===== config.mk =====
export PLATFORM = sky130hd
export DESIGN_NAME = ysyx_24080006_axi_arb_flat
export DESIGN_NICKNAME = d
export VERILOG_FILES = /design/src/rtl/ysyx_24080006_axi_arb_pkg.sv /design/src/rtl/ysyx_24080006_axi_arb_if.sv /design/src/rtl/ysyx_24080006_axi_arb.sv /design/src/flat_wrapper.sv
export SDC_FILE = /design/constraint.sdc
export NUM_CORES = 1
export LEC_CHECK = 0
export CORE_AREA = 4 4 220 222
export CTS_CLUSTER_SIZE = 8
export DETAILED_ROUTE_END_ITERATION = 6
export DIE_AREA = 0 0 224 226
export PLACE_DENSITY_LB_ADDON = 0.08
export SYNTH_ARGS = -nofsm -noshare
export SYNTH_HDL_FRONTEND = slang
export SYNTH_SLANG_ARGS = --single-unit

===== constraint.sdc =====
create_clock -name clock -period 1.8 [get_ports clock]
set_input_delay 0.18 -clock clock [delete_from_list [all_inputs] [get_ports clock]]
set_output_delay 0.18 -clock clock [all_outputs]
set_load 0.01 [all_outputs]

===== src/rtl/ysyx_24080006_axi_arb_pkg.sv =====
// Shared types and constants for the IFU/LSU AXI arbiter.
package ysyx_24080006_pkg;

   // Default AXI IDs stamped on downstream requests
   localparam logic [3:0] IFU_ID_DEF = 4'd0;
   localparam logic [3:0] LSU_ID_DEF = 4'd1;

   // Encoding of the last-granted register (round-robin build only)
   localparam logic GNT_IFU = 1'b0;
   localparam logic GNT_LSU = 1'b1;

   // Arbiter FSM: the state itself is the registered grant
   typedef enum logic [1:0] {
      IDLE   = 2'd0,
      RD_IFU = 2'd1,
      RD_LSU = 2'd2,
      WR_LSU = 2'd3
   } arb_state_t;

   // LSU-internal ordering: a pending write is always taken before a read
   function automatic arb_state_t lsu_grant_state(input logic awvalid);
      return awvalid ? WR_LSU : RD_LSU;
   endfunction

endpackage


===== src/rtl/ysyx_24080006_axi_arb_if.sv =====
// AXI4 bus bundle (32-bit data, 4-bit ID) shared by IFU, LSU and the merged bus.
interface ysyx_24080006_axi;
   // AR
   logic        arvalid;
   logic        arready;
   logic [31:0] araddr;
   logic [3:0]  arid;
   logic [7:0]  arlen;
   logic [2:0]  arsize;
   logic [1:0]  arburst;
   // R
   logic        rvalid;
   logic        rready;
   logic [31:0] rdata;
   logic [1:0]  rresp;
   logic        rlast;
   logic [3:0]  rid;
   // AW
   logic        awvalid;
   logic        awready;
   logic [31:0] awaddr;
   logic [3:0]  awid;
   logic [7:0]  awlen;
   logic [2:0]  awsize;
   logic [1:0]  awburst;
   // W
   logic        wvalid;
   logic        wready;
   logic [31:0] wdata;
   logic [3:0]  wstrb;
   logic        wlast;
   // B
   logic        bvalid;
   logic        bready;
   logic [1:0]  bresp;
   logic [3:0]  bid;

   modport master (
      output arvalid, araddr, arid, arlen, arsize, arburst,
      input  arready,
      input  rvalid, rdata, rresp, rlast, rid,
      output rready,
      output awvalid, awaddr, awid, awlen, awsize, awburst,
      input  awready,
      output wvalid, wdata, wstrb, wlast,
      input  wready,
      input  bvalid, bresp, bid,
      output bready
   );

   modport slave (
      input  arvalid, araddr, arid, arlen, arsize, arburst,
      output arready,
      output rvalid, rdata, rresp, rlast, rid,
      input  rready,
      input  awvalid, awaddr, awid, awlen, awsize, awburst,
      output awready,
      input  wvalid, wdata, wstrb, wlast,
      output wready,
      output bvalid, bresp, bid,
      input  bready
   );

endinterface


===== src/rtl/ysyx_24080006_axi_arb.sv =====
// Two-master AXI arbiter: IFU (read-only) and LSU (read/write) merged onto
// one bus with a single transaction in flight. The grant is registered in
// IDLE, so a request reaches the bus one cycle after it is raised.
// Optional: YSYX_24080006_ARB_RR_EN selects IFU/LSU round-robin; without it
// the LSU has fixed priority over the IFU.
module ysyx_24080006_axi_arb
   import ysyx_24080006_pkg::*;
#(
   parameter logic [3:0] IFU_ID = IFU_ID_DEF,
   parameter logic [3:0] LSU_ID = LSU_ID_DEF
) (
   input  logic             clock,
   input  logic             reset,
   ysyx_24080006_axi.slave  ifu,
   ysyx_24080006_axi.slave  lsu,
   ysyx_24080006_axi.master axi
);

   arb_state_t state_q, state_d;
   // ardone keeps a second AR from a master from slipping out mid-burst
   logic       ardone_q, ardone_d;
   logic       awdone_q, awdone_d;
   logic       wdone_q,  wdone_d;
`ifdef YSYX_24080006_ARB_RR_EN
   logic       last_q,   last_d;
`endif

   logic rd_ifu, rd_lsu, wr_lsu;
   logic ifu_req, lsu_req, gnt_lsu;
   logic ar_hs, r_last_hs, aw_hs, w_last_hs, b_hs;

   // State decode; reset forces every channel quiet within the reset cycle
   assign rd_ifu = (state_q == RD_IFU) & ~reset;
   assign rd_lsu = (state_q == RD_LSU) & ~reset;
   assign wr_lsu = (state_q == WR_LSU) & ~reset;

   assign ifu_req = ifu.arvalid;
   assign lsu_req = lsu.awvalid | lsu.arvalid;

`ifdef YSYX_24080006_ARB_RR_EN
   // Round-robin: on contention, serve whoever was not served last
   assign gnt_lsu = lsu_req & (~ifu_req | (last_q == GNT_IFU));
`else
   // Fixed priority: LSU always wins
   assign gnt_lsu = lsu_req;
`endif

   assign ar_hs     = axi.arvalid & axi.arready;
   assign r_last_hs = axi.rvalid & axi.rready & axi.rlast;
   assign aw_hs     = axi.awvalid & axi.awready;
   assign w_last_hs = axi.wvalid & axi.wready & axi.wlast;
   assign b_hs      = axi.bvalid & axi.bready;

   // Downstream request/response-ready muxing driven from the registered grant
   always_comb begin
      axi.arvalid = 1'b0;
      axi.araddr  = '0;
      axi.arid    = IFU_ID;
      axi.arlen   = '0;
      axi.arsize  = '0;
      axi.arburst = '0;
      axi.rready  = 1'b0;
      axi.awvalid = 1'b0;
      axi.awaddr  = '0;
      axi.awid    = LSU_ID;
      axi.awlen   = '0;
      axi.awsize  = '0;
      axi.awburst = '0;
      axi.wvalid  = 1'b0;
      axi.wdata   = '0;
      axi.wstrb   = '0;
      axi.wlast   = 1'b0;
      axi.bready  = 1'b0;
      if (rd_ifu) begin
         axi.arvalid = ifu.arvalid & ~ardone_q;
         axi.araddr  = ifu.araddr;
         axi.arid    = IFU_ID;
         axi.arlen   = ifu.arlen;
         axi.arsize  = ifu.arsize;
         axi.arburst = ifu.arburst;
         axi.rready  = ifu.rready;
      end else if (rd_lsu) begin
         axi.arvalid = lsu.arvalid & ~ardone_q;
         axi.araddr  = lsu.araddr;
         axi.arid    = LSU_ID;
         axi.arlen   = lsu.arlen;
         axi.arsize  = lsu.arsize;
         axi.arburst = lsu.arburst;
         axi.rready  = lsu.rready;
      end else if (wr_lsu) begin
         // AW and W retire independently; each valid drops once accepted
         axi.awvalid = lsu.awvalid & ~awdone_q;
         axi.awaddr  = lsu.awaddr;
         axi.awlen   = lsu.awlen;
         axi.awsize  = lsu.awsize;
         axi.awburst = lsu.awburst;
         axi.wvalid  = lsu.wvalid & ~wdone_q;
         axi.wdata   = lsu.wdata;
         axi.wstrb   = lsu.wstrb;
         axi.wlast   = lsu.wlast;
         // B is only taken once the whole request has been handed over
         axi.bready  = lsu.bready & awdone_q & wdone_q;
      end
   end

   // IFU side: read channels follow the grant, write channels are tied off
   assign ifu.arready = rd_ifu & axi.arready & ~ardone_q;
   assign ifu.rvalid  = rd_ifu & axi.rvalid;
   assign ifu.rdata   = axi.rdata;
   assign ifu.rresp   = axi.rresp;
   assign ifu.rlast   = axi.rlast;
   assign ifu.rid     = axi.rid;
   assign ifu.awready = 1'b0;
   assign ifu.wready  = 1'b0;
   assign ifu.bvalid  = 1'b0;
   assign ifu.bresp   = 2'b00;
   assign ifu.bid     = '0;

   // LSU side: responses pass through untouched, gated only by the grant
   assign lsu.arready = rd_lsu & axi.arready & ~ardone_q;
   assign lsu.rvalid  = rd_lsu & axi.rvalid;
   assign lsu.rdata   = axi.rdata;
   assign lsu.rresp   = axi.rresp;
   assign lsu.rlast   = axi.rlast;
   assign lsu.rid     = axi.rid;
   assign lsu.awready = wr_lsu & axi.awready & ~awdone_q;
   assign lsu.wready  = wr_lsu & axi.wready & ~wdone_q;
   assign lsu.bvalid  = wr_lsu & axi.bvalid & awdone_q & wdone_q;
   assign lsu.bresp   = axi.bresp;
   assign lsu.bid     = axi.bid;

   // Next-state: grant in IDLE, retire on last R beat or on B
   always_comb begin
      state_d  = state_q;
      ardone_d = ardone_q;
      awdone_d = awdone_q;
      wdone_d  = wdone_q;
`ifdef YSYX_24080006_ARB_RR_EN
      last_d   = last_q;
`endif
      case (state_q)
         IDLE: begin
            if (gnt_lsu)      state_d = lsu_grant_state(lsu.awvalid);
            else if (ifu_req) state_d = RD_IFU;
         end
         RD_IFU, RD_LSU: begin
            if (ar_hs) ardone_d = 1'b1;
            if (r_last_hs) begin
               state_d  = IDLE;
               ardone_d = 1'b0;
`ifdef YSYX_24080006_ARB_RR_EN
               last_d   = (state_q == RD_LSU) ? GNT_LSU : GNT_IFU;
`endif
            end
         end
         WR_LSU: begin
            if (aw_hs)     awdone_d = 1'b1;
            if (w_last_hs) wdone_d  = 1'b1;
            if (b_hs) begin
               state_d  = IDLE;
               awdone_d = 1'b0;
               wdone_d  = 1'b0;
`ifdef YSYX_24080006_ARB_RR_EN
               last_d   = GNT_LSU;
`endif
            end
         end
         default: state_d = IDLE;
      endcase
   end

   // State and bookkeeping registers, synchronous reset
   always_ff @(posedge clock) begin
      if (reset) begin
         state_q  <= IDLE;
         ardone_q <= 1'b0;
         awdone_q <= 1'b0;
         wdone_q  <= 1'b0;
`ifdef YSYX_24080006_ARB_RR_EN
         last_q   <= GNT_IFU;
`endif
      end else begin
         state_q  <= state_d;
         ardone_q <= ardone_d;
         awdone_q <= awdone_d;
         wdone_q  <= wdone_d;
`ifdef YSYX_24080006_ARB_RR_EN
         last_q   <= last_d;
`endif
      end
   end

endmodule


===== src/flat_wrapper.sv =====
// flat-port wrapper written by rule: the top's interface ports become plain ports
module ysyx_24080006_axi_arb_flat import ysyx_24080006_pkg::*;
#(
   parameter logic [3:0] IFU_ID = IFU_ID_DEF,
   parameter logic [3:0] LSU_ID = LSU_ID_DEF
)
  (clock, reset, ifu_arvalid, ifu_araddr, ifu_arid, ifu_arlen, ifu_arsize, ifu_arburst, ifu_arready, ifu_rvalid, ifu_rdata, ifu_rresp, ifu_rlast, ifu_rid, ifu_rready, ifu_awvalid, ifu_awaddr, ifu_awid, ifu_awlen, ifu_awsize, ifu_awburst, ifu_awready, ifu_wvalid, ifu_wdata, ifu_wstrb, ifu_wlast, ifu_wready, ifu_bvalid, ifu_bresp, ifu_bid, ifu_bready, lsu_arvalid, lsu_araddr, lsu_arid, lsu_arlen, lsu_arsize, lsu_arburst, lsu_arready, lsu_rvalid, lsu_rdata, lsu_rresp, lsu_rlast, lsu_rid, lsu_rready, lsu_awvalid, lsu_awaddr, lsu_awid, lsu_awlen, lsu_awsize, lsu_awburst, lsu_awready, lsu_wvalid, lsu_wdata, lsu_wstrb, lsu_wlast, lsu_wready, lsu_bvalid, lsu_bresp, lsu_bid, lsu_bready, axi_arvalid, axi_araddr, axi_arid, axi_arlen, axi_arsize, axi_arburst, axi_arready, axi_rvalid, axi_rdata, axi_rresp, axi_rlast, axi_rid, axi_rready, axi_awvalid, axi_awaddr, axi_awid, axi_awlen, axi_awsize, axi_awburst, axi_awready, axi_wvalid, axi_wdata, axi_wstrb, axi_wlast, axi_wready, axi_bvalid, axi_bresp, axi_bid, axi_bready);
  ysyx_24080006_axi ifu_i ();
  ysyx_24080006_axi lsu_i ();
  ysyx_24080006_axi axi_i ();
  input  logic clock;
  input  logic reset;
  input wire logic [$bits(ifu_i.arvalid)-1:0] ifu_arvalid;
  input wire logic [$bits(ifu_i.araddr)-1:0] ifu_araddr;
  input wire logic [$bits(ifu_i.arid)-1:0] ifu_arid;
  input wire logic [$bits(ifu_i.arlen)-1:0] ifu_arlen;
  input wire logic [$bits(ifu_i.arsize)-1:0] ifu_arsize;
  input wire logic [$bits(ifu_i.arburst)-1:0] ifu_arburst;
  output wire logic [$bits(ifu_i.arready)-1:0] ifu_arready;
  output wire logic [$bits(ifu_i.rvalid)-1:0] ifu_rvalid;
  output wire logic [$bits(ifu_i.rdata)-1:0] ifu_rdata;
  output wire logic [$bits(ifu_i.rresp)-1:0] ifu_rresp;
  output wire logic [$bits(ifu_i.rlast)-1:0] ifu_rlast;
  output wire logic [$bits(ifu_i.rid)-1:0] ifu_rid;
  input wire logic [$bits(ifu_i.rready)-1:0] ifu_rready;
  input wire logic [$bits(ifu_i.awvalid)-1:0] ifu_awvalid;
  input wire logic [$bits(ifu_i.awaddr)-1:0] ifu_awaddr;
  input wire logic [$bits(ifu_i.awid)-1:0] ifu_awid;
  input wire logic [$bits(ifu_i.awlen)-1:0] ifu_awlen;
  input wire logic [$bits(ifu_i.awsize)-1:0] ifu_awsize;
  input wire logic [$bits(ifu_i.awburst)-1:0] ifu_awburst;
  output wire logic [$bits(ifu_i.awready)-1:0] ifu_awready;
  input wire logic [$bits(ifu_i.wvalid)-1:0] ifu_wvalid;
  input wire logic [$bits(ifu_i.wdata)-1:0] ifu_wdata;
  input wire logic [$bits(ifu_i.wstrb)-1:0] ifu_wstrb;
  input wire logic [$bits(ifu_i.wlast)-1:0] ifu_wlast;
  output wire logic [$bits(ifu_i.wready)-1:0] ifu_wready;
  output wire logic [$bits(ifu_i.bvalid)-1:0] ifu_bvalid;
  output wire logic [$bits(ifu_i.bresp)-1:0] ifu_bresp;
  output wire logic [$bits(ifu_i.bid)-1:0] ifu_bid;
  input wire logic [$bits(ifu_i.bready)-1:0] ifu_bready;
  input wire logic [$bits(lsu_i.arvalid)-1:0] lsu_arvalid;
  input wire logic [$bits(lsu_i.araddr)-1:0] lsu_araddr;
  input wire logic [$bits(lsu_i.arid)-1:0] lsu_arid;
  input wire logic [$bits(lsu_i.arlen)-1:0] lsu_arlen;
  input wire logic [$bits(lsu_i.arsize)-1:0] lsu_arsize;
  input wire logic [$bits(lsu_i.arburst)-1:0] lsu_arburst;
  output wire logic [$bits(lsu_i.arready)-1:0] lsu_arready;
  output wire logic [$bits(lsu_i.rvalid)-1:0] lsu_rvalid;
  output wire logic [$bits(lsu_i.rdata)-1:0] lsu_rdata;
  output wire logic [$bits(lsu_i.rresp)-1:0] lsu_rresp;
  output wire logic [$bits(lsu_i.rlast)-1:0] lsu_rlast;
  output wire logic [$bits(lsu_i.rid)-1:0] lsu_rid;
  input wire logic [$bits(lsu_i.rready)-1:0] lsu_rready;
  input wire logic [$bits(lsu_i.awvalid)-1:0] lsu_awvalid;
  input wire logic [$bits(lsu_i.awaddr)-1:0] lsu_awaddr;
  input wire logic [$bits(lsu_i.awid)-1:0] lsu_awid;
  input wire logic [$bits(lsu_i.awlen)-1:0] lsu_awlen;
  input wire logic [$bits(lsu_i.awsize)-1:0] lsu_awsize;
  input wire logic [$bits(lsu_i.awburst)-1:0] lsu_awburst;
  output wire logic [$bits(lsu_i.awready)-1:0] lsu_awready;
  input wire logic [$bits(lsu_i.wvalid)-1:0] lsu_wvalid;
  input wire logic [$bits(lsu_i.wdata)-1:0] lsu_wdata;
  input wire logic [$bits(lsu_i.wstrb)-1:0] lsu_wstrb;
  input wire logic [$bits(lsu_i.wlast)-1:0] lsu_wlast;
  output wire logic [$bits(lsu_i.wready)-1:0] lsu_wready;
  output wire logic [$bits(lsu_i.bvalid)-1:0] lsu_bvalid;
  output wire logic [$bits(lsu_i.bresp)-1:0] lsu_bresp;
  output wire logic [$bits(lsu_i.bid)-1:0] lsu_bid;
  input wire logic [$bits(lsu_i.bready)-1:0] lsu_bready;
  output wire logic [$bits(axi_i.arvalid)-1:0] axi_arvalid;
  output wire logic [$bits(axi_i.araddr)-1:0] axi_araddr;
  output wire logic [$bits(axi_i.arid)-1:0] axi_arid;
  output wire logic [$bits(axi_i.arlen)-1:0] axi_arlen;
  output wire logic [$bits(axi_i.arsize)-1:0] axi_arsize;
  output wire logic [$bits(axi_i.arburst)-1:0] axi_arburst;
  input wire logic [$bits(axi_i.arready)-1:0] axi_arready;
  input wire logic [$bits(axi_i.rvalid)-1:0] axi_rvalid;
  input wire logic [$bits(axi_i.rdata)-1:0] axi_rdata;
  input wire logic [$bits(axi_i.rresp)-1:0] axi_rresp;
  input wire logic [$bits(axi_i.rlast)-1:0] axi_rlast;
  input wire logic [$bits(axi_i.rid)-1:0] axi_rid;
  output wire logic [$bits(axi_i.rready)-1:0] axi_rready;
  output wire logic [$bits(axi_i.awvalid)-1:0] axi_awvalid;
  output wire logic [$bits(axi_i.awaddr)-1:0] axi_awaddr;
  output wire logic [$bits(axi_i.awid)-1:0] axi_awid;
  output wire logic [$bits(axi_i.awlen)-1:0] axi_awlen;
  output wire logic [$bits(axi_i.awsize)-1:0] axi_awsize;
  output wire logic [$bits(axi_i.awburst)-1:0] axi_awburst;
  input wire logic [$bits(axi_i.awready)-1:0] axi_awready;
  output wire logic [$bits(axi_i.wvalid)-1:0] axi_wvalid;
  output wire logic [$bits(axi_i.wdata)-1:0] axi_wdata;
  output wire logic [$bits(axi_i.wstrb)-1:0] axi_wstrb;
  output wire logic [$bits(axi_i.wlast)-1:0] axi_wlast;
  input wire logic [$bits(axi_i.wready)-1:0] axi_wready;
  input wire logic [$bits(axi_i.bvalid)-1:0] axi_bvalid;
  input wire logic [$bits(axi_i.bresp)-1:0] axi_bresp;
  input wire logic [$bits(axi_i.bid)-1:0] axi_bid;
  output wire logic [$bits(axi_i.bready)-1:0] axi_bready;
  assign ifu_i.arvalid = ifu_arvalid;
  assign ifu_i.araddr = ifu_araddr;
  assign ifu_i.arid = ifu_arid;
  assign ifu_i.arlen = ifu_arlen;
  assign ifu_i.arsize = ifu_arsize;
  assign ifu_i.arburst = ifu_arburst;
  assign ifu_arready = ifu_i.arready;
  assign ifu_rvalid = ifu_i.rvalid;
  assign ifu_rdata = ifu_i.rdata;
  assign ifu_rresp = ifu_i.rresp;
  assign ifu_rlast = ifu_i.rlast;
  assign ifu_rid = ifu_i.rid;
  assign ifu_i.rready = ifu_rready;
  assign ifu_i.awvalid = ifu_awvalid;
  assign ifu_i.awaddr = ifu_awaddr;
  assign ifu_i.awid = ifu_awid;
  assign ifu_i.awlen = ifu_awlen;
  assign ifu_i.awsize = ifu_awsize;
  assign ifu_i.awburst = ifu_awburst;
  assign ifu_awready = ifu_i.awready;
  assign ifu_i.wvalid = ifu_wvalid;
  assign ifu_i.wdata = ifu_wdata;
  assign ifu_i.wstrb = ifu_wstrb;
  assign ifu_i.wlast = ifu_wlast;
  assign ifu_wready = ifu_i.wready;
  assign ifu_bvalid = ifu_i.bvalid;
  assign ifu_bresp = ifu_i.bresp;
  assign ifu_bid = ifu_i.bid;
  assign ifu_i.bready = ifu_bready;
  assign lsu_i.arvalid = lsu_arvalid;
  assign lsu_i.araddr = lsu_araddr;
  assign lsu_i.arid = lsu_arid;
  assign lsu_i.arlen = lsu_arlen;
  assign lsu_i.arsize = lsu_arsize;
  assign lsu_i.arburst = lsu_arburst;
  assign lsu_arready = lsu_i.arready;
  assign lsu_rvalid = lsu_i.rvalid;
  assign lsu_rdata = lsu_i.rdata;
  assign lsu_rresp = lsu_i.rresp;
  assign lsu_rlast = lsu_i.rlast;
  assign lsu_rid = lsu_i.rid;
  assign lsu_i.rready = lsu_rready;
  assign lsu_i.awvalid = lsu_awvalid;
  assign lsu_i.awaddr = lsu_awaddr;
  assign lsu_i.awid = lsu_awid;
  assign lsu_i.awlen = lsu_awlen;
  assign lsu_i.awsize = lsu_awsize;
  assign lsu_i.awburst = lsu_awburst;
  assign lsu_awready = lsu_i.awready;
  assign lsu_i.wvalid = lsu_wvalid;
  assign lsu_i.wdata = lsu_wdata;
  assign lsu_i.wstrb = lsu_wstrb;
  assign lsu_i.wlast = lsu_wlast;
  assign lsu_wready = lsu_i.wready;
  assign lsu_bvalid = lsu_i.bvalid;
  assign lsu_bresp = lsu_i.bresp;
  assign lsu_bid = lsu_i.bid;
  assign lsu_i.bready = lsu_bready;
  assign axi_arvalid = axi_i.arvalid;
  assign axi_araddr = axi_i.araddr;
  assign axi_arid = axi_i.arid;
  assign axi_arlen = axi_i.arlen;
  assign axi_arsize = axi_i.arsize;
  assign axi_arburst = axi_i.arburst;
  assign axi_i.arready = axi_arready;
  assign axi_i.rvalid = axi_rvalid;
  assign axi_i.rdata = axi_rdata;
  assign axi_i.rresp = axi_rresp;
  assign axi_i.rlast = axi_rlast;
  assign axi_i.rid = axi_rid;
  assign axi_rready = axi_i.rready;
  assign axi_awvalid = axi_i.awvalid;
  assign axi_awaddr = axi_i.awaddr;
  assign axi_awid = axi_i.awid;
  assign axi_awlen = axi_i.awlen;
  assign axi_awsize = axi_i.awsize;
  assign axi_awburst = axi_i.awburst;
  assign axi_i.awready = axi_awready;
  assign axi_wvalid = axi_i.wvalid;
  assign axi_wdata = axi_i.wdata;
  assign axi_wstrb = axi_i.wstrb;
  assign axi_wlast = axi_i.wlast;
  assign axi_i.wready = axi_wready;
  assign axi_i.bvalid = axi_bvalid;
  assign axi_i.bresp = axi_bresp;
  assign axi_i.bid = axi_bid;
  assign axi_bready = axi_i.bready;
  ysyx_24080006_axi_arb #(.IFU_ID(IFU_ID), .LSU_ID(LSU_ID)) u_core (.clock(clock), .reset(reset), .ifu(ifu_i), .lsu(lsu_i), .axi(axi_i));
endmodule

==> impl_metrics.tcl, run 1 <==
set metrics [dict create \
    synthArstFlopShare 0 \
    gp_congestion 0.7627 \
    dpl.hpwl_um 14340 \
    yosys_register_bits 5 \
    routed.top_layer "met5" \
    grtUsageTotal 0.06769 \
    totalPowerFinal_mw 2.994 \
    avgSynthCellArea_um2 7.214 \
    wl_met3_um 2590 \
    synth-edff-count 0 \
    synth_top_cell_by_area "buf_4" \
    synthCells 311 \
    vias_per_cell 2.683 \
    die_w_um 224 \
    vias 3343 \
    grt_pass1_vias 3621 \
    grt-ovfl-total 0 \
    postLayoutCoreUtil 0.1457 \
    hold_viol 0 \
    drt-met1-wl_um 6649 \
    maxCapViolations 0 \
    cts_root_buffer "clkbuf_16" \
    yosysWarnings 0 \
    min_period_ps 2167 \
    yosysTopAreaCellShare 0.3346 \
    route.detailed.drc 0 \
    ff2ff_setup_slack_ps -270 \
    die_area_um2 50620 \
    dp_cells 1168 \
    path_max_fanout 6 \
    fin_crit_sh 1.204 \
    critPathArrivalTime_ps 1990 \
    drt.antenna.violating_nets 0 \
    antenna_found_initial 4 \
    num_rows 79 \
    final.fill_count 5285 \
    cts_tree "done" \
    stdcell_count 1246 \
    syn_to_final_growth_pct 201.2 \
    rr_worst_depth 8 \
    min_path_cells 0 \
    ios 572 \
    crit_required_ps 1620 \
    clk_latency_ps 230 \
    cts_inserted_buffers 3 \
    nets 975 \
    syn_area_um2 2243 \
    port_buffers 328 \
    detail_route.wl_per_cell_um 15.43 \
    ys_seq_area_frac 0.04462 \
    met2_length_um 9733 \
    start_util 0.04839 \
    clock_sinks 5 \
    first_pass_iters 4 \
    cts-htree-levels 1 \
    holdBufCountCts 0 \
    coreArea_um2 46360 \
    ir_drop_v 0.0002647 \
    grt_max_degree 21 \
    grt_setup_unrepaired "yes" \
    synth_common_cells "buf_4 (100), and2_1 (82), a22o_1 (45)" \
    p_leak_nw 3.000 \
    fin_ws_ps -367.0 \
    criticalPathCategory "reg -> out" \
    synth_ff_type "dfxtp_1" \
    die_h_um 226 \
    ys_types 36 \
    yosysMostFrequentCell "buf_4" \
    clk_pin_slew_ps 40 \
    fmax_mhz 461.5 \
    setup_viol 136 \
    violations "setup timing" \
    status "finished, violations left" \
    clockBufferDepth 2 \
    start_kind "flip-flop" \
    grt_pass1_wl_um 25340 \
    drive_gt1_frac 0.4749 \
    endpoint_kind "primary output" \
    first_iter_violations 100 \
    ys_top_cells_by_area "buf_4 (33%), and2_1 (23%), a22o_1 (18%)" \
    clock_skew_ps 0.08729 \
    power_density_nw_per_um2 443.1 \
    wirelength_um 19230 \
    hold_path_class "in -> out" \
    final_max_slew_viol_count 0 \
]
## per-stage QoR
step / hold WS (ps) / area, um2 / setup WS, ps / TNS [ps]
finish: 360.0 / 6756 / -367.0 / -24020
global route: 360.0 / 6756 / -416.2 / -33870
CTS: 360.1 / 6427 / -478.5 / -26100
detailed placement: 360.1 / 5791 / -494.7 / -54270
global placement: 360.1 / 5791 / -496.2 / -56320
floorplan: 335.1 / 2296 / 21.07 / 0
## registers in the layout (all words and copies together), names as in the netlist
signal           cells
u_core.state_q       2
u_core.ardone_q      1
u_core.wdone_q       1
u_core.awdone_q      1
## cell type report
type	instances	area (um2)	share of cell area
inverters	7	28.78	0.004259
flip-flops and latches	5	105.1	0.01556
diodes	1	2.502	0.0003704
multi-input cells	193	1543	0.2283
repair buffers	429	4239	0.6274
clock buffers	4	78.83	0.01167
well taps	607	759.5	0.1124
## kinds of logic after synthesis
logic type,synth area share
compound gates,0.2125
mux,0.009481
fa+ha+maj,0.02231
simple gates,0.3201
buf+inv,0.3876
flops,0.04462
other cells,0.003348
## placed cells by master (no fill, tap or decap), types with 2 or more instances in the layout
cell	n
nand2_1	4
a31oi_1	2
and2_4	40
dfxtp_1	3
and4_1	2
buf_4	40
clkbuf_16	5
clkdlybuf4s15_1	2
buf_2	81
nor3b_2	2
buf_6	86
and2_1	42
buf_16	10
inv_1	5
clkbuf_2	2
nor3b_4	2
clkdlybuf4s50_1	187
ha_4	3
buf_12	13
nor2_1	10
conb_1	16
a22o_1	45
dlygate4sd2_1	2
buf_8	4
nand2b_4	2
## metal layers
layer / vias to the layer above / global-route usage
met2: 257 / 0.1239
li1: 1582 / -
met5: - / 0
met4: 4 / 0.008948
met3: 20 / 0.03692
met1: 1480 / 0.07009
## power by group
group / leakage, nW / switching [mW] / internal (mW)
logic: 2.92 / 0.935 / 1.53
clock network: 0.0382 / 0.0801 / 0.294
registers: 0.0417 / 0.0246 / 0.135
total: 3.00 / 1.04 / 1.95
## critical path, cell delays in order, from the launching register on
cell and delay [ps]:
dfxtp_2 320, buf_6 130, ha_4 170, nor3b_4 160, buf_12 140, buf_4 140
buf_12 120, buf_16 130, buf_4 120, a22o_1 210, buf_2 130
## final timing paths
path / from / endpoint
hold / removal: axi_bid[3] / lsu_bid[3]
setup reg to reg: u_core.state_q[1] / u_core.state_q[0]
setup / recovery: u_core.state_q[1] / axi_araddr[0]
hold reg to reg: u_core.wdone_q / u_core.wdone_q
## repair_timing
action / 4_1_cts / 5_1_grt
pin swaps: 29 / 38
resized for setup: 632 / 103
buffers inserted: 48 / 20
setup endpoints to repair: 143 / 145
cloned: 13 / 2
No activity file was read; power rests on OpenSTA's default activity.
==> run 2: changes to the inputs <==
--- a/config.mk
+++ b/config.mk
@@ -13,3 +13,4 @@
 export SYNTH_ARGS = -nofsm -noshare
 export SYNTH_HDL_FRONTEND = slang
 export SYNTH_SLANG_ARGS = --single-unit
+export TNS_END_PERCENT = 1
==> run 2 against run 1 <==
Net effect:
- the run still ends with setup timing left
- non-clock buffer count is 61 lower
- combinational power fell by 21%
- largest cell class unchanged
- clock power hardly changed
- utilization decreased by 1.7 points
- flip-flop and latch count unchanged
- clock skew barely moved
==> impl_metrics.tcl, run 2 (same netlist as run 1, synthesis figures left out) <==
set metrics [dict create \
    syn_to_final_growth_pct 165.5 \
    hold_viol 0 \
    clockBufferDepth 2 \
    critPathArrivalTime_ps 2180 \
    grtUsageTotal 0.05928 \
    clock_skew_ps 0.4478 \
    maxCapViolations 0 \
    clk_pin_slew_ps 40 \
    gp_congestion 0.7627 \
    drt.antenna.violating_nets 0 \
    grt_pass1_vias 3364 \
    coreArea_um2 46360 \
    largest_register "u_core.state_q" \
    final_max_slew_viol_count 0 \
    cts-htree-levels 1 \
    ios 572 \
    grt-ovfl-total 0 \
    fin_crit_sh 1.133 \
    min_period_ps 2040 \
    start_kind "flip-flop" \
    hold_path_class "in -> out" \
    fin_ws_ps -239.9 \
    vias 3076 \
    holdBufCountCts 0 \
    num_rows 79 \
    clock_sinks 5 \
    cts_tree "done" \
    clk_latency_ps 230 \
    port_buffers 328 \
    cts_inserted_buffers 3 \
    vias_per_cell 2.598 \
    die_h_um 226 \
    wirelength_um 17150 \
    route.detailed.drc 0 \
    grt_setup_unrepaired "yes" \
    first_iter_violations 67 \
    totalPowerFinal_mw 2.477 \
    power_density_nw_per_um2 416.0 \
    detail_route.wl_per_cell_um 14.49 \
    antenna_found_initial 3 \
    first_pass_iters 4 \
    die_area_um2 50620 \
    p_leak_nw 2.421 \
    setup_viol 133 \
    status "finished, violations left" \
    grt_max_degree 33 \
    die_w_um 224 \
    final_common_cell "clkdlybuf4s50_1" \
    antenna_cells 0 \
    criticalPathCategory "reg -> reg" \
    violations "setup timing" \
    endpoint_kind "flip-flop" \
    fmax_mhz 490.2 \
    drive_gt1_frac 0.3570 \
    postLayoutCoreUtil 0.1285 \
    hold-worst-slack_ps 360.0 \
    start_util 0.04839 \
    path_max_fanout 4 \
    cts_root_buffer "clkbuf_16" \
    dpl.hpwl_um 14340 \
    largest_reg_flops 2 \
    layout_common_cells "clkdlybuf4s50_1 (187), and2_1 (80), buf_2 (54), clkdlybuf4s15_2 (52), a22o_1 (45)" \
    grt_pass1_wl_um 22550 \
    crit_required_ps 1940 \
    nets 914 \
    ir_drop_v 0.0002623 \
]
## run 2: worst max-delay path, stage by stage, from the launching register on
cell,delay [ps]
dfxtp_2,330
inv_2,50
ha_4,180
buf_6,130
and4bb_1,280
buf_4,110
o211ai_1,150
a221oi_2,330
buf_4,170
mux2i_1,210
## run 2: worst paths after layout
check                    start                end  slack [ps]  cells past startpoint
max          u_core.state_q[1]  u_core.state_q[1]        -240                      9
min                 axi_bid[3]         lsu_bid[3]         360                      0
max reg2reg  u_core.state_q[1]  u_core.state_q[1]        -240                      9
min reg2reg     u_core.wdone_q     u_core.wdone_q         580                      2
## run 2: report_power, final
group | internal [mW] | switching (mW) | leakage [nW] | total [mW]
registers | 0.135 | 0.0260 | 0.0417 | 0.161
clock network | 0.294 | 0.0803 | 0.0382 | 0.375
logic | 1.15 | 0.789 | 2.34 | 1.94
## run 2: metrics by stage
step | instances | setup slack [ps] | cell area [um2] | TNS (ps)
after global placement | 1168 | -496.2 | 5791 | -56320
after CTS | 1175 | -484.6 | 6086 | -25920
after detailed placement | 1168 | -494.7 | 5791 | -54270
after floorplan | 325 | 21.07 | 2296 | 0
final | 1184 | -239.9 | 5956 | -15050
after global routing | 1184 | -348.3 | 5956 | -28170
## run 2: cell type report
cell class                      count  area (um2)
Timing Repair Buffer              368        3555
Multi-Input combinational cell    193        1429
Inverter                            7       28.78
Sequential cell                     5       105.1
Tap cell                          607       759.5
Fill cell                        5301       40400
Clock buffer                        4       78.83
## run 2: metal layers
layer  track usage  up-vias  wire length [um]
li1              -     1458                 -
met1       0.05951     1339              5721
met2        0.1052      257              8535
met3       0.03926       18              2670
met4      0.008550        4               204
met5             0        -                22
## run 2: timing repair
item | 4_1_cts | 5_1_grt
resized for setup | 371 | 177
buffers inserted | 1 | 6
pin swaps | 5 | 52
gates cloned | 2 | 3
setup endpoints to repair | 143 | 139
